### config.mk
export PLATFORM = sky130hd
export DESIGN_NAME = lcd_pixel_source
export DESIGN_NICKNAME = d
export VERILOG_FILES = /design/src/rtl/lcd_pixel_source.sv
export SDC_FILE = /design/constraint.sdc
export NUM_CORES = 1
export LEC_CHECK = 0
export BUFFER_PORTS_ARGS = -buffer_cell sky130_fd_sc_hd__buf_2
export CORE_MARGIN = 5
export CORE_UTILIZATION = 40
export DETAILED_ROUTE_END_ITERATION = 12
export GPL_ROUTABILITY_DRIVEN = 0
export PLACE_DENSITY = 0.55
export SYNTH_ARGS = -nofsm -noshare
export SYNTH_HDL_FRONTEND = slang
export SYNTH_SLANG_ARGS = --single-unit
### constraint.sdc
create_clock -name clk -period 5.1 [get_ports clk]
set_input_delay 0.51 -clock clk [delete_from_list [all_inputs] [get_ports clk]]
set_output_delay 0.51 -clock clk [all_outputs]
set_load 0.01 [all_outputs]
### src/rtl/lcd_pixel_source.sv
// RGB565 raster source for the ST7789 SPI serializer: three vertical colour bars
// with a bouncing solid box, streamed one pixel per valid/ready transfer.
module lcd_pixel_source #(
  parameter int unsigned H_RES     = 240,
  parameter int unsigned V_RES     = 135,
  parameter int unsigned BOX_SIZE  = 16,
  parameter logic [15:0] BOX_COLOR = 16'hFFFF
) (
  input  logic        clk,
  input  logic        reset,
  input  logic        enable,
  input  logic        pix_ready,
  output logic        pix_valid,
  output logic [15:0] pix_data,
  output logic        pix_sof,
  output logic        pix_eol,
  output logic        pix_eof,
  output logic [15:0] frame_count
);

  localparam logic [7:0] X_LAST = 8'(H_RES - 1);
  localparam logic [7:0] Y_LAST = 8'(V_RES - 1);
  localparam logic [7:0] COL1   = 8'(H_RES / 3);
  localparam logic [7:0] COL2   = 8'(2 * H_RES / 3);
  localparam logic signed [9:0] BX_MAX = 10'(H_RES - BOX_SIZE);
  localparam logic signed [9:0] BY_MAX = 10'(V_RES - BOX_SIZE);
  localparam logic [8:0] BOX_W = 9'(BOX_SIZE);

  typedef enum logic [1:0] {
    S_IDLE,
    S_STREAM,
    S_FRAME_END
  } state_t;

  state_t      r_state;
  logic        r_valid;
  logic [7:0]  r_x;
  logic [7:0]  r_y;
  logic [7:0]  r_box_x;
  logic [7:0]  r_box_y;
  logic        r_dx_neg;
  logic        r_dy_neg;
  logic [15:0] r_frame_count;

  logic signed [9:0] w_nx;
  logic signed [9:0] w_ny;
  logic        w_dx_neg_next;
  logic        w_dy_neg_next;
  logic [7:0]  w_box_x_next;
  logic [7:0]  w_box_y_next;
  logic        w_in_box;
  logic [15:0] w_color;

  // Probe one step ahead with a sign bit; a bounce flips direction before the move.
  always_comb begin
    w_nx = $signed({2'b00, r_box_x}) + (r_dx_neg ? -10'sd1 : 10'sd1);
    w_ny = $signed({2'b00, r_box_y}) + (r_dy_neg ? -10'sd1 : 10'sd1);
    w_dx_neg_next = r_dx_neg ^ ((w_nx > BX_MAX) || (w_nx < 10'sd0));
    w_dy_neg_next = r_dy_neg ^ ((w_ny > BY_MAX) || (w_ny < 10'sd0));
    w_box_x_next  = r_box_x + (w_dx_neg_next ? 8'hFF : 8'h01);
    w_box_y_next  = r_box_y + (w_dy_neg_next ? 8'hFF : 8'h01);
  end

  always_comb begin
    w_in_box = (r_x >= r_box_x) && ({1'b0, r_x} < ({1'b0, r_box_x} + BOX_W)) &&
               (r_y >= r_box_y) && ({1'b0, r_y} < ({1'b0, r_box_y} + BOX_W));
    if (w_in_box)       w_color = BOX_COLOR;
    else if (r_x < COL1) w_color = 16'hF800;
    else if (r_x < COL2) w_color = 16'h07E0;
    else                 w_color = 16'h001F;
  end

  always_ff @(posedge clk or posedge reset) begin
    if (reset) begin
      r_state       <= S_IDLE;
      r_valid       <= 1'b0;
      r_x           <= '0;
      r_y           <= '0;
      r_box_x       <= '0;
      r_box_y       <= '0;
      r_dx_neg      <= 1'b0;
      r_dy_neg      <= 1'b0;
      r_frame_count <= '0;
    end else begin
      case (r_state)
        S_IDLE: begin
          if (enable) begin
            r_state <= S_STREAM;
            r_valid <= 1'b1;
          end
        end
        S_STREAM: begin
          if (pix_ready) begin
            if (r_x == X_LAST) begin
              r_x <= '0;
              if (r_y == Y_LAST) begin
                r_y     <= '0;
                r_state <= S_FRAME_END;
                r_valid <= 1'b0;
              end else begin
                r_y <= r_y + 8'd1;
              end
            end else begin
              r_x <= r_x + 8'd1;
            end
          end
        end
        S_FRAME_END: begin
          r_box_x       <= w_box_x_next;
          r_box_y       <= w_box_y_next;
          r_dx_neg      <= w_dx_neg_next;
          r_dy_neg      <= w_dy_neg_next;
          r_frame_count <= r_frame_count + 16'd1;
          if (enable) begin
            r_state <= S_STREAM;
            r_valid <= 1'b1;
          end else begin
            r_state <= S_IDLE;
          end
        end
        default: begin
          r_state <= S_IDLE;
          r_valid <= 1'b0;
        end
      endcase
    end
  end

  always_comb begin
    pix_valid   = r_valid;
    pix_data    = r_valid ? w_color : '0;
    pix_sof     = r_valid && (r_x == '0) && (r_y == '0);
    pix_eol     = r_valid && (r_x == X_LAST);
    pix_eof     = r_valid && (r_x == X_LAST) && (r_y == Y_LAST);
    frame_count = r_frame_count;
  end

endmodule
==> out/results.md, run 1 <==
Clocking
- sky130_fd_sc_hd__clkbuf_8 — master cell of the clock root buffer
- 0 — buffers inserted during post-CTS setup optimization
- 0.32 ns — clock latency on the worst-skew pair
- yes — CTS tree
- 0.10 ns — clock slew seen by the registers of the worst setup and hold paths
- 2 — clk buf depth
- 0 — post-CTS resize count
- 53 — clk sink count
- 2 — H-tree depth
- 0 — number of hold buffers added after cts
- 5 — number of buffers added by the clock tree synthesis step

Detailed routing
- 3970 um — sum of met2 wire segment lengths after detailed routing
- 4 — drt pass-1 iters
- 0 — DRC Markers
- 173 um — total length of routed met3 wires
- 0 — Routed Antenna Nets
- 8560 um — routed wire length
- 123 — detailed router's first-iteration violation count
- 5.23 — DR vias/cell
- 4310 um — Met1 Routed Length
- 3,188 — vias after detailed routing
- 14.0 um — routed wire length per instance
- met4 — top layer in use

Power
- 239 nW/um^2 — total power divided by cell area
- 383 uW — Psw
- 688 uW — internal power summed over all cells
- 0.302 — share of total power in combinational logic
- 2.19 nW — leakage component of the power
- 172 uV — Worst VDD drop
- 0.455 — sequential cell fraction of total power
- 0.242 — portion of total power attributed to the clock network
- 0.358 — Switching Fraction

Logic synthesis
- 0 — Post-synth EDFFs
- 53 — register bit count reported by yosys
- 63 — number of distinct library cells after synthesis
- sky130_fd_sc_hd__dfrtp_1 — post-synthesis cell type with the largest combined area
- 1.00 — share of flip-flops with an asynchronous set or reset after synthesis
- 447 — gate count of the mapped netlist
- 9.28 um^2 — Mean Syn Cell Area
- 504 — net count after synthesis
- 0 — Synth Warn #
- sky130_fd_sc_hd__dfrtp_1 (32%), sky130_fd_sc_hd__ha_1 (16%), sky130_fd_sc_hd__xnor2_1 (8.0%) — largest cells by area after synthesis
- 4150 um^2 — Syn Std Cell Area
- sky130_fd_sc_hd__dfrtp_1 (53), sky130_fd_sc_hd__ha_1 (53), sky130_fd_sc_hd__xnor2_1 (38), sky130_fd_sc_hd__inv_1 (32), sky130_fd_sc_hd__nand2_1 (31) — top cells by count, synth
- 0.320 — sequential fraction of the synthesis area
- 0.320 — share of the synthesized area in the top cell type
- sky130_fd_sc_hd__dfrtp_1 — dominant synthesized flop cell

Timing
- 0.543 — tightest slew margin relative to the limit
- 0 — setup-violating endpoint count in the final report
- 0.784 — post-route fraction of the period consumed by the critical path
- 0 — final slew viol count
- false — unrepaired setup endpoints after global routing
- 4.00 ns — minimum period implied by the final worst setup slack
- 0.686 ns — worst-margin pin slew
- 0.362 ns — worst hold slack
- 0 — final hold viol count
- 0 ns — Fin Setup TNS
- 0.250 GHz — timing-limited maximum frequency
- 0.00623 ns — Worst Skew

Floorplanning
- 37 — Std-Cell Rows
- 12,500 um^2 — floorplan die area
- 0.405 — initial cell density of the core
- 112 um — vertical die dimension
- 10,200 um^2 — placeable core region
- 112 um — horizontal die dimension
- 40 — I/O pin total

Final layout
- 0 — number of antenna cells inserted
- 1330 um^2 — flip-flop and latch area
- 0.146 — ratio of cells with drive above 1 in the final layout
- 0.438 — final core utilization
- 610 — post-route insts no fill
- 2540 um^2 — total area of multi-input combinational cells
- 1,013 — fill cell count
- 4480 um^2 — final std cell area, no fill
- 7.99% — area grow syn2layout
- 530 — Nets

Placed design
- 4380 um^2 — post-detailed-placement cell area
- 6490 um — DPL Wire Length
- 602 — total placed cells including tap cells
- 39 — Port Buffers

Outcome
- completed — run status

Setup path
- 5.30 ns — Crit path required time
- flip-flop — capturing element type of the critical path
- 0 — worst path bufs/invs
- flip-flop to flip-flop — type of the setup path with the least slack
- 0.57 ns — slowest stage delay, CP
- 4.20 ns — CP arrival
- ha_1, a21o_1, a221oi_4, mux2i_1, a211o_2, a21oi_4, or2_1, xnor2_1, ha_1, or4_1, nor3_1, nor4_2, xnor2_1, o21ai_1 — cell-by-cell listing of the critical path
- 11 — CP max FO
- compound AO/OA/AOI/OAI gates — gate family responsible for the most delay along the worst path
- flip-flop — Setup crit start kind
- sky130_fd_sc_hd__dfrtp_1 — Slowest cell on crit path

Global route
- 15,100 um — first-pass GRT wire length
- 3,130 — via count of the first global-routing pass
- 0 — number of antenna violations at the first check in global routing
- 0 — total congestion overflow after global routing
- 54 — pin count of the biggest net entering global routing
- 0.142 — aggregate global-route resource usage

Flow run
- 0 — number of max-cap violations

Min path
- input port to async pin — class of the tightest hold or removal check

-- power groups by stage --
stage | registers, mW | logic [mW] | clock network [mW]
after floorplan | 0.474 | 0.327 | 0
after global placement | 0.496 | 0.325 | 0
after detailed placement | 0.496 | 0.329 | 0
after CTS | 0.488 | 0.332 | 0.270
after global routing | 0.494 | 0.372 | 0.287
final | 0.488 | 0.324 | 0.260
-- cell usage in the layout (no fill, tap or decap), types with 3 or more instances in the layout --
cell and count:
sky130_fd_sc_hd__o21ai_0 25, sky130_fd_sc_hd__a21o_1 6, sky130_fd_sc_hd__nor2b_1 5, sky130_fd_sc_hd__nor2_1 29
sky130_fd_sc_hd__nand2b_1 4, sky130_fd_sc_hd__buf_4 3, sky130_fd_sc_hd__and2_1 3, sky130_fd_sc_hd__nand4_1 13
sky130_fd_sc_hd__xor2_1 11, sky130_fd_sc_hd__inv_1 31, sky130_fd_sc_hd__o21ai_1 5, sky130_fd_sc_hd__ha_1 53
sky130_fd_sc_hd__clkbuf_8 6, sky130_fd_sc_hd__o211ai_1 3, sky130_fd_sc_hd__a21oi_1 10, sky130_fd_sc_hd__mux2i_1 6
sky130_fd_sc_hd__nand2_1 31, sky130_fd_sc_hd__nand3_1 21, sky130_fd_sc_hd__dfrtp_1 53, sky130_fd_sc_hd__or4_1 4
sky130_fd_sc_hd__and4_1 7, sky130_fd_sc_hd__buf_2 39, sky130_fd_sc_hd__a31oi_1 5, sky130_fd_sc_hd__and3_1 6
sky130_fd_sc_hd__xnor2_1 38, sky130_fd_sc_hd__o21a_1 6, sky130_fd_sc_hd__nor3_1 7
-- layout make-up --
| class | count | share of cell area |
|---|---|---|
| flip-flops and latches | 53 | 0.296 |
| repair buffers | 42 | 0.0486 |
| clock buffers | 6 | 0.0184 |
| well taps | 136 | 0.0380 |
| clock inverters | 2 | 0.00307 |
| multi-input cells | 338 | 0.568 |
| inverters | 33 | 0.0277 |
-- worst paths after layout --
kind | start | cells past startpoint | end | slack, ns
setup / recovery | r_dx_neg | 14 | r_box_x[6] | 1.10
hold / removal | reset | 3 | frame_count[7] | 0.36
setup reg to reg | r_dx_neg | 14 | r_box_x[6] | 1.10
hold reg to reg | frame_count[15] | 1 | frame_count[15] | 0.48
max in group asynchronous | reset | 3 | r_x[0] | 4.27
min in group clk | frame_count[15] | 1 | frame_count[15] | 0.48
-- stage by stage --
| stage | power, mW | worst slack, ns |
|---|---|---|
| 6_report | 1.07 | 1.10 |
| 5_1_grt | 1.15 | 0.814 |
| 4_1_cts | 1.09 | 1.12 |
| 3_5_place_dp | 0.825 | 1.14 |
| 3_3_place_gp | 0.821 | 1.26 |
| 2_1_floorplan | 0.801 | 1.51 |
-- routing by layer --
| metal | global-route usage | up-vias |
|---|---|---|
| li1 | - | 1631 |
| met1 | 0.197 | 1522 |
| met2 | 0.231 | 26 |
| met3 | 0.0212 | 9 |
| met4 | 0.0381 | 0 |
| met5 | 0 | - |
-- registers in the layout, indices dropped and copies added, names as in the netlist --
register,flops
r_x,8
frame_count,16
r_box_x,8
pix_valid,1
r_y,8
r_box_y,8
r_state,2
r_dy_neg,1
r_dx_neg,1
-- logic make-up (layout without fill, tap and decap cells) --
logic type	count (synthesis)	after routing	share of synthesized area
DFF	53	53	0.320
adders and majority gates	53	53	0.160
AOI/OAI and AO/OA	82	82	0.142
xor gates and xnor gates	49	49	0.103
buffers and inverters	56	83	0.0667
and+or+nand+nor	145	145	0.185
muxes	9	9	0.0226
-- worst reg2reg max path: cells and delay by family (launching register included) --
family	cells	cell delay, ns
flip-flops	1	0.57
multiplexers	1	0.16
AO/OA/AOI/OAI	5	1.28
AND/OR/NAND/NOR	4	1.10
adder cells (fa/ha/maj)	2	0.54
XOR/XNOR	2	0.23
No activity file was read; power rests on OpenSTA's default activity.
==> run 2, diff against run 1 <==
Settings changed: ABC_AREA from default to 1, PLACE_DENSITY 0.55 to 0.56.
Clock period 5.1 ns to 3.67 ns, I/O delays scaled along.
==> out/results.md, run 2 <==
Outcome
- completed — run status, unchanged

Min path
- input port to async pin — class of the tightest hold or removal check, unchanged

Detailed routing
- 4,042 — vias after detailed routing, was 3,188
- 263 — detailed router's first-iteration violation count, was 123
- 4 — drt pass-1 iters, unchanged
- 4.98 — DR vias/cell, was 5.23
- 0 — Routed Antenna Nets, unchanged
- 0 — DRC Markers, unchanged
- 10,300 um — routed wire length, was 8560 um
- 12.7 um — routed wire length per instance, was 14.0 um

Flow run
- 0 — number of max-cap violations, unchanged

Timing
- 0.509 — tightest slew margin relative to the limit, was 0.543
- 3.18 ns — minimum period implied by the final worst setup slack
- 0.736 ns — worst-margin pin slew, was 0.686 ns
- 0 ns — Fin Setup TNS, unchanged
- 0.00502 ns — Worst Skew, was 0.00623 ns
- 0 — final hold viol count, unchanged
- 0 — setup-violating endpoint count in the final report, unchanged
- 0.866 — post-route fraction of the period consumed by the critical path
- 0.315 GHz — timing-limited maximum frequency
- false — unrepaired setup endpoints after global routing, unchanged
- 0 — final slew viol count, unchanged

Setup path
- flip-flop — Setup crit start kind, unchanged
- compound AO/OA/AOI/OAI gates — gate family responsible for the most delay along the worst path, unchanged
- 2.81 ns — CP arrival, was 4.20 ns
- inv_1, ha_1, a21oi_1, a21oi_1, nor2_1, nor2_1, o21ai_0, a21boi_0, o21ai_0, a32oi_1, nor2_1, nand2_1, a21oi_1, buf_2 — cell-by-cell listing of the critical path, was ha_1, a21o_1, a221oi_4, mux2i_1, a211o_2, a21oi_4, or2_1, xnor2_1, ha_1, or4_1, nor3_1, nor4_2, xnor2_1, o21ai_1
- flip-flop to output pin — type of the setup path with the least slack, was flip-flop to flip-flop
- 3.30 ns — Crit path required time, was 5.30 ns
- output pin — capturing element type of the critical path, was flip-flop
- 2 — worst path bufs/invs, was 0
- 0.40 ns — slowest stage delay, CP, was 0.57 ns
- 6 — CP max FO, was 11
- sky130_fd_sc_hd__dfrtp_1 — Slowest cell on crit path, unchanged

Global route
- 3,902 — via count of the first global-routing pass, was 3,130
- 34 — pin count of the biggest net entering global routing, was 54
- 0 — total congestion overflow after global routing, unchanged
- 0 — number of antenna violations at the first check in global routing, unchanged
- 18,000 um — first-pass GRT wire length, was 15,100 um
- 0.152 — aggregate global-route resource usage, was 0.142

Placed design
- 803 — total placed cells including tap cells, was 602
- 39 — Port Buffers, unchanged
- 8150 um — DPL Wire Length, was 6490 um

Final layout
- 1330 um^2 — flip-flop and latch area, unchanged
- 1,183 — fill cell count, was 1,013
- 16 — flip-flop count of the largest register, all copies and words added, unchanged
- 724 — Nets, was 530
- 0.144 — ratio of cells with drive above 1 in the final layout, was 0.146
- sky130_fd_sc_hd__nand2_1 (146), sky130_fd_sc_hd__inv_1 (94), sky130_fd_sc_hd__nand3_1 (62) — leading cell types in the layout, fill and taps excluded, was sky130_fd_sc_hd__ha_1 (53), sky130_fd_sc_hd__dfrtp_1 (53), sky130_fd_sc_hd__buf_2 (39)
- sky130_fd_sc_hd__nand2_1 — leading cell type in the layout, fill and taps excluded
- 0 — number of antenna cells inserted, unchanged
- 811 — post-route insts no fill, was 610
- 9.37% — area grow syn2layout, was 7.99%
- 2780 um^2 — total area of multi-input combinational cells, was 2540 um^2

Power
- 327 nW/um^2 — total power divided by cell area, was 239 nW/um^2
- 586 uW — Psw, was 383 uW
- 0.298 — portion of total power attributed to the clock network, was 0.242
- 0.354 — Switching Fraction, was 0.358
- 0.436 — sequential cell fraction of total power, was 0.455
- 2.82 nW — leakage component of the power, was 2.19 nW
- 0.266 — share of total power in combinational logic, was 0.302
- 310 uV — Worst VDD drop, was 172 uV
- 1.07 mW — internal power summed over all cells, was 688 uW

Logic synthesis
- 0 — Post-synth EDFFs, unchanged
- 53 — register bit count reported by yosys, unchanged
- sky130_fd_sc_hd__dfrtp_1 — post-synthesis cell type with the largest combined area, unchanged
- sky130_fd_sc_hd__nand2_1 — most used standard cell by instance count after synthesis
- 1.00 — share of flip-flops with an asynchronous set or reset after synthesis, unchanged
- 7.29 um^2 — Mean Syn Cell Area, was 9.28 um^2
- 0.287 — share of the synthesized area in the top cell type, was 0.320
- 691 — net count after synthesis, was 504
- sky130_fd_sc_hd__dfrtp_1 — dominant synthesized flop cell, unchanged
- 0.287 — sequential fraction of the synthesis area, was 0.320
- sky130_fd_sc_hd__dfrtp_1 (29%), sky130_fd_sc_hd__ha_1 (14%), sky130_fd_sc_hd__nand2_1 (12%) — largest cells by area after synthesis, was sky130_fd_sc_hd__dfrtp_1 (32%), sky130_fd_sc_hd__ha_1 (16%), sky130_fd_sc_hd__xnor2_1 (8.0%)
- 4620 um^2 — Syn Std Cell Area, was 4150 um^2
- 634 — gate count of the mapped netlist, was 447
- 40 — number of distinct library cells after synthesis, was 63
- sky130_fd_sc_hd__nand2_1 (146), sky130_fd_sc_hd__inv_1 (95), sky130_fd_sc_hd__nand3_1 (62), sky130_fd_sc_hd__dfrtp_1 (53), sky130_fd_sc_hd__ha_1 (53) — top cells by count, synth, was sky130_fd_sc_hd__dfrtp_1 (53), sky130_fd_sc_hd__ha_1 (53), sky130_fd_sc_hd__xnor2_1 (38), sky130_fd_sc_hd__inv_1 (32), sky130_fd_sc_hd__nand2_1 (31)
- 0 — Synth Warn #, unchanged

Clocking
- 5 — number of buffers added by the clock tree synthesis step, unchanged
- 2 — H-tree depth, unchanged
- 0.07 ns — clock slew seen by the registers of the worst setup and hold paths, was 0.10 ns
- 0 — post-CTS resize count, unchanged
- 0 — buffers inserted during post-CTS setup optimization, unchanged
- 53 — clk sink count, unchanged
- 0 — number of hold buffers added after cts, unchanged
- yes — CTS tree, unchanged
- sky130_fd_sc_hd__clkbuf_16 — master cell of the clock root buffer, was sky130_fd_sc_hd__clkbuf_8
- 0.30 ns — clock latency on the worst-skew pair, was 0.32 ns
- 2 — clk buf depth, unchanged

Floorplanning
- 117 um — vertical die dimension, was 112 um
- 13,800 um^2 — floorplan die area, was 12,500 um^2
- 11,400 um^2 — placeable core region, was 10,200 um^2
- 117 um — horizontal die dimension, was 112 um
- 39 — Std-Cell Rows, was 37
- 0.407 — initial cell density of the core, was 0.405
- 40 — I/O pin total, unchanged

run 2: cell types whose count changed after synthesis, moves of 7 or more:
cell / before / now
sky130_fd_sc_hd__a21oi_1: 10 / 21
sky130_fd_sc_hd__inv_2: 1 / 12
sky130_fd_sc_hd__nor2_1: 29 / 42
sky130_fd_sc_hd__nand2_2: 0 / 11
sky130_fd_sc_hd__nand2_1: 31 / 146
sky130_fd_sc_hd__inv_1: 32 / 95
sky130_fd_sc_hd__nand3_1: 21 / 62
sky130_fd_sc_hd__xnor2_1: 38 / 13
sky130_fd_sc_hd__and4_1: 7 / 0
run 2: final cells by class:
type,count,area share
Timing Repair Buffer,42,0.0431
Clock inverter,3,0.00495
Inverter,107,0.0795
Multi-Input combinational cell,458,0.550
Tap cell,143,0.0354
Clock buffer,5,0.0248
Sequential cell,53,0.262
run 2: metal layers:
metal / track usage / up-vias / routed length (um)
met5: 0 / - / 0
met4: 0.0401 / 0 / 126
li1: - / 2108 / -
met3: 0.0221 / 11 / 339
met1: 0.213 / 1863 / 5150
met2: 0.245 / 60 / 4660
run 2: logic make-up (layout without fill, tap and decap cells):
| logic type | count (synthesis) | after routing | synth area share |
|---|---|---|---|
| flip-flops | 53 | 53 | 0.287 |
| AO/OA/AOI/OAI | 74 | 74 | 0.0953 |
| adder cells (fa/ha/maj) | 53 | 53 | 0.143 |
| buffers and inverters | 123 | 157 | 0.112 |
| AND/OR/NAND/NOR | 301 | 301 | 0.306 |
| XOR/XNOR | 30 | 30 | 0.0568 |
run 2: power by group through the flow:
stage	Combinational (mW)	Clock (mW)	Sequential [mW]
6_report	0.440	0.493	0.722
5_1_grt	0.522	0.533	0.732
2_1_floorplan	0.373	0	0.708
3_5_place_dp	0.445	0	0.732
3_3_place_gp	0.437	0	0.733
4_1_cts	0.448	0.511	0.722
run 2: worst register-to-register path, stage by stage, from the launching register on:
cell and delay (ns):
sky130_fd_sc_hd__dfrtp_1 0.54, sky130_fd_sc_hd__ha_1 0.48, sky130_fd_sc_hd__nand2_2 0.10, sky130_fd_sc_hd__nor2_1 0.11, sky130_fd_sc_hd__nand2_1 0.09, sky130_fd_sc_hd__nand4_1 0.10
sky130_fd_sc_hd__nand2_1 0.08, sky130_fd_sc_hd__nor2_2 0.13, sky130_fd_sc_hd__nand2_4 0.08, sky130_fd_sc_hd__nand3_2 0.08, sky130_fd_sc_hd__nand2_4 0.08, sky130_fd_sc_hd__nand2_4 0.14
sky130_fd_sc_hd__nand2_1 0.09, sky130_fd_sc_hd__nand2_1 0.06, sky130_fd_sc_hd__inv_1 0.04, sky130_fd_sc_hd__ha_1 0.16, sky130_fd_sc_hd__inv_1 0.07, sky130_fd_sc_hd__nand2_1 0.10
sky130_fd_sc_hd__a21oi_2 0.17, sky130_fd_sc_hd__xor2_1 0.19, sky130_fd_sc_hd__nand2_1 0.07, sky130_fd_sc_hd__nand2_1 0.07
run 2: path summary, 6_finish.rpt:
check / endpoint / start / depth (start not counted) / slack [ns]
worst max register to register: r_box_y[4] / r_dy_neg / 21 / 0.60
max in group asynchronous: r_box_y[7] / reset / 3 / 2.72
min in group clk: r_state[0] / enable / 3 / 0.30
worst min-delay path: r_x[5] / reset / 2 / 0.19
worst min register to register: pix_valid / r_state[0] / 1 / 0.46
worst max-delay path: pix_data[7] / r_box_y[2] / 14 / 0.49
run 2: per-stage QoR:
| step | util | total power [mW] | hold slack (ns) | setup WS, ns | instance area [um^2] |
|---|---|---|---|---|---|
| after CTS | 0.445 | 1.68 | 0.213 | 0.425 | 5050 |
| after global routing | 0.445 | 1.79 | 0.250 | 0.0263 | 5050 |
| after global placement | 0.431 | 1.17 | 0.442 | 0.694 | 4900 |
| after detailed placement | 0.431 | 1.18 | 0.451 | 0.637 | 4900 |
| after floorplan | - | 1.08 | 0.429 | 0.990 | 4620 |
| final | 0.445 | 1.66 | 0.189 | 0.493 | 5050 |
==> run 3, diff against run 2 <==
Settings changed: BUFFER_PORTS_ARGS -buffer_cell sky130_fd_sc_hd__buf_2 to -buffer_cell sky130_fd_sc_hd__clkbuf_2.
==> out/results.md, run 3 (synthesized netlist as in run 2, its figures left out) <==
Timing
- 3.22 ns — minimum period implied by the final worst setup slack, was 3.18 ns
- 0.878 — post-route fraction of the period consumed by the critical path, was 0.866
- 0.486 — tightest slew margin relative to the limit, was 0.509
- 0.310 GHz — timing-limited maximum frequency, was 0.315 GHz
- 0 — final hold viol count, unchanged
- 0 — final slew viol count, unchanged
- false — unrepaired setup endpoints after global routing, unchanged
- 0.770 ns — worst-margin pin slew, was 0.736 ns
- 0.447 ns — post-route worst setup slack, was 0.493 ns
- 0.00665 ns — Worst Skew, was 0.00502 ns
- 0 — setup-violating endpoint count in the final report, unchanged
- 0 ns — Fin Setup TNS, unchanged
- 0.187 ns — worst hold slack, was 0.189 ns

Final layout
- 1,136 — fill cell count, was 1,183
- 9.56% — area grow syn2layout, was 9.37%
- 5060 um^2 — final std cell area, no fill, was 5050 um^2
- 0 — number of antenna cells inserted, unchanged
- sky130_fd_sc_hd__nand2_1 — leading cell type in the layout, fill and taps excluded, unchanged
- 0.145 — ratio of cells with drive above 1 in the final layout, was 0.144
- 16 — flip-flop count of the largest register, all copies and words added, unchanged
- 0.445 — final core utilization, about the same
- 725 — Nets, was 724
- 2780 um^2 — total area of multi-input combinational cells, unchanged
- sky130_fd_sc_hd__nand2_1 (146), sky130_fd_sc_hd__inv_1 (94), sky130_fd_sc_hd__nand3_1 (62) — leading cell types in the layout, fill and taps excluded, unchanged
- 1330 um^2 — flip-flop and latch area, unchanged
- 812 — post-route insts no fill, was 811

Setup path
- flip-flop — Setup crit start kind, unchanged
- 3.30 ns — Crit path required time, about the same
- 2.86 ns — CP arrival, was 2.81 ns
- flip-flop to output pin — type of the setup path with the least slack, unchanged
- sky130_fd_sc_hd__dfrtp_1 — Slowest cell on crit path, unchanged
- 6 — CP max FO, unchanged
- 0.45 ns — slowest stage delay, CP, was 0.40 ns
- inv_1, ha_1, a21oi_1, a21oi_1, nor2_1, nor2_1, o21ai_0, a21boi_0, o21ai_0, a32oi_1, nor2_1, nand2_1, a21oi_1, clkbuf_2 — cell-by-cell listing of the critical path, was inv_1, ha_1, a21oi_1, a21oi_1, nor2_1, nor2_1, o21ai_0, a21boi_0, o21ai_0, a32oi_1, nor2_1, nand2_1, a21oi_1, buf_2
- output pin — capturing element type of the critical path, unchanged
- compound AO/OA/AOI/OAI gates — gate family responsible for the most delay along the worst path, unchanged
- 2 — worst path bufs/invs, unchanged

Power
- 0.354 — Switching Fraction, about the same
- 328 nW/um^2 — total power divided by cell area, was 327 nW/um^2
- 1.07 mW — internal power summed over all cells, about the same
- 0.299 — portion of total power attributed to the clock network, was 0.298
- 257 uV — Worst VDD drop, was 310 uV
- 2.80 nW — leakage component of the power, was 2.82 nW
- 0.268 — share of total power in combinational logic, was 0.266
- 0.433 — sequential cell fraction of total power, was 0.436
- 1.66 mW — final total power, about the same
- 589 uW — Psw, was 586 uW

Floorplanning
- 40 — I/O pin total, unchanged
- 117 um — horizontal die dimension, unchanged
- 11,400 um^2 — placeable core region, unchanged
- 117 um — vertical die dimension, unchanged
- 13,800 um^2 — floorplan die area, unchanged
- 39 — Std-Cell Rows, unchanged
- 0.407 — initial cell density of the core, unchanged

Clocking
- sky130_fd_sc_hd__clkbuf_16 — master cell of the clock root buffer, unchanged
- 2 — H-tree depth, unchanged
- 2 — clk buf depth, unchanged
- 53 — clk sink count, unchanged
- 0 — buffers inserted during post-CTS setup optimization, unchanged
- 0 — number of hold buffers added after cts, unchanged
- 0 — post-CTS resize count, unchanged
- 0.30 ns — clock latency on the worst-skew pair, about the same
- yes — CTS tree, unchanged
- 5 — number of buffers added by the clock tree synthesis step, unchanged
- 0.07 ns — clock slew seen by the registers of the worst setup and hold paths, about the same

Placed design
- 39 — Port Buffers, unchanged
- 4910 um^2 — post-detailed-placement cell area, was 4900 um^2
- 8190 um — DPL Wire Length, was 8150 um
- 804 — total placed cells including tap cells, was 803
- 0.635 ns — setup slack after placement, was 0.637 ns

Outcome
- completed — run status, unchanged

Global route
- 0.248 — Global Route met2 Usage, was 0.245
- 0 — number of antenna violations at the first check in global routing, unchanged
- 3,886 — via count of the first global-routing pass, was 3,902
- met2 — layer with the highest usage after global routing, unchanged
- 17,900 um — first-pass GRT wire length, was 18,000 um
- 0.206 — met1 Use GR, was 0.213
- 0 — total congestion overflow after global routing, unchanged
- 37 — pin count of the biggest net entering global routing, was 34
- 0.0202 — met3 demand-to-capacity share in global routing, was 0.0221
- 0.150 — aggregate global-route resource usage, was 0.152

Detailed routing
- 0 — Routed Antenna Nets, unchanged
- 10,300 um — routed wire length, about the same
- 4.95 — DR vias/cell, was 4.98
- 245 — detailed router's first-iteration violation count, was 263
- 4 — drt pass-1 iters, unchanged
- 4,018 — vias after detailed routing, was 4,042
- 0 — DRC Markers, unchanged
- 12.6 um — routed wire length per instance, was 12.7 um

Min path
- input port to async pin — class of the tightest hold or removal check, unchanged

Flow run
- 0 — number of max-cap violations, unchanged

run 3: worst paths after layout:
check                      startpoint     endpoint  slack [ns]  cells after the start
max in group asynchronous       reset   r_box_x[3]        2.74                      3
min                             reset     r_dx_neg        0.19                      2
max reg2reg                  r_dy_neg   r_box_y[4]        0.60                     18
max                        r_box_x[2]  pix_data[5]        0.45                     14
min in group clk               enable   r_state[0]        0.30                      3
min reg2reg                r_state[0]    pix_valid        0.46                      1
run 3: area by class of cell:
| class | instances | share of cell area |
|---|---|---|
| multi-input combinational | 458 | 0.549 |
| sequential | 53 | 0.262 |
| inverter | 107 | 0.0793 |
| timing repair buffer | 43 | 0.0445 |
| tap | 143 | 0.0353 |
| clock buffer | 5 | 0.0247 |
| clock inverter | 3 | 0.00519 |
run 3: layer usage:
metal	vias up	part of all wire
met1	1830	0.50
met2	62	0.46
li1	2115	-
met5	-	0
met3	11	0.029
met4	0	0.013
run 3: power by group through the flow:
stage | Combinational [mW] | Sequential (mW) | Clock, mW
2_1_floorplan | 0.373 | 0.708 | 0
3_3_place_gp | 0.439 | 0.732 | 0
3_5_place_dp | 0.447 | 0.733 | 0
4_1_cts | 0.452 | 0.722 | 0.518
5_1_grt | 0.520 | 0.733 | 0.536
6_report | 0.446 | 0.721 | 0.497
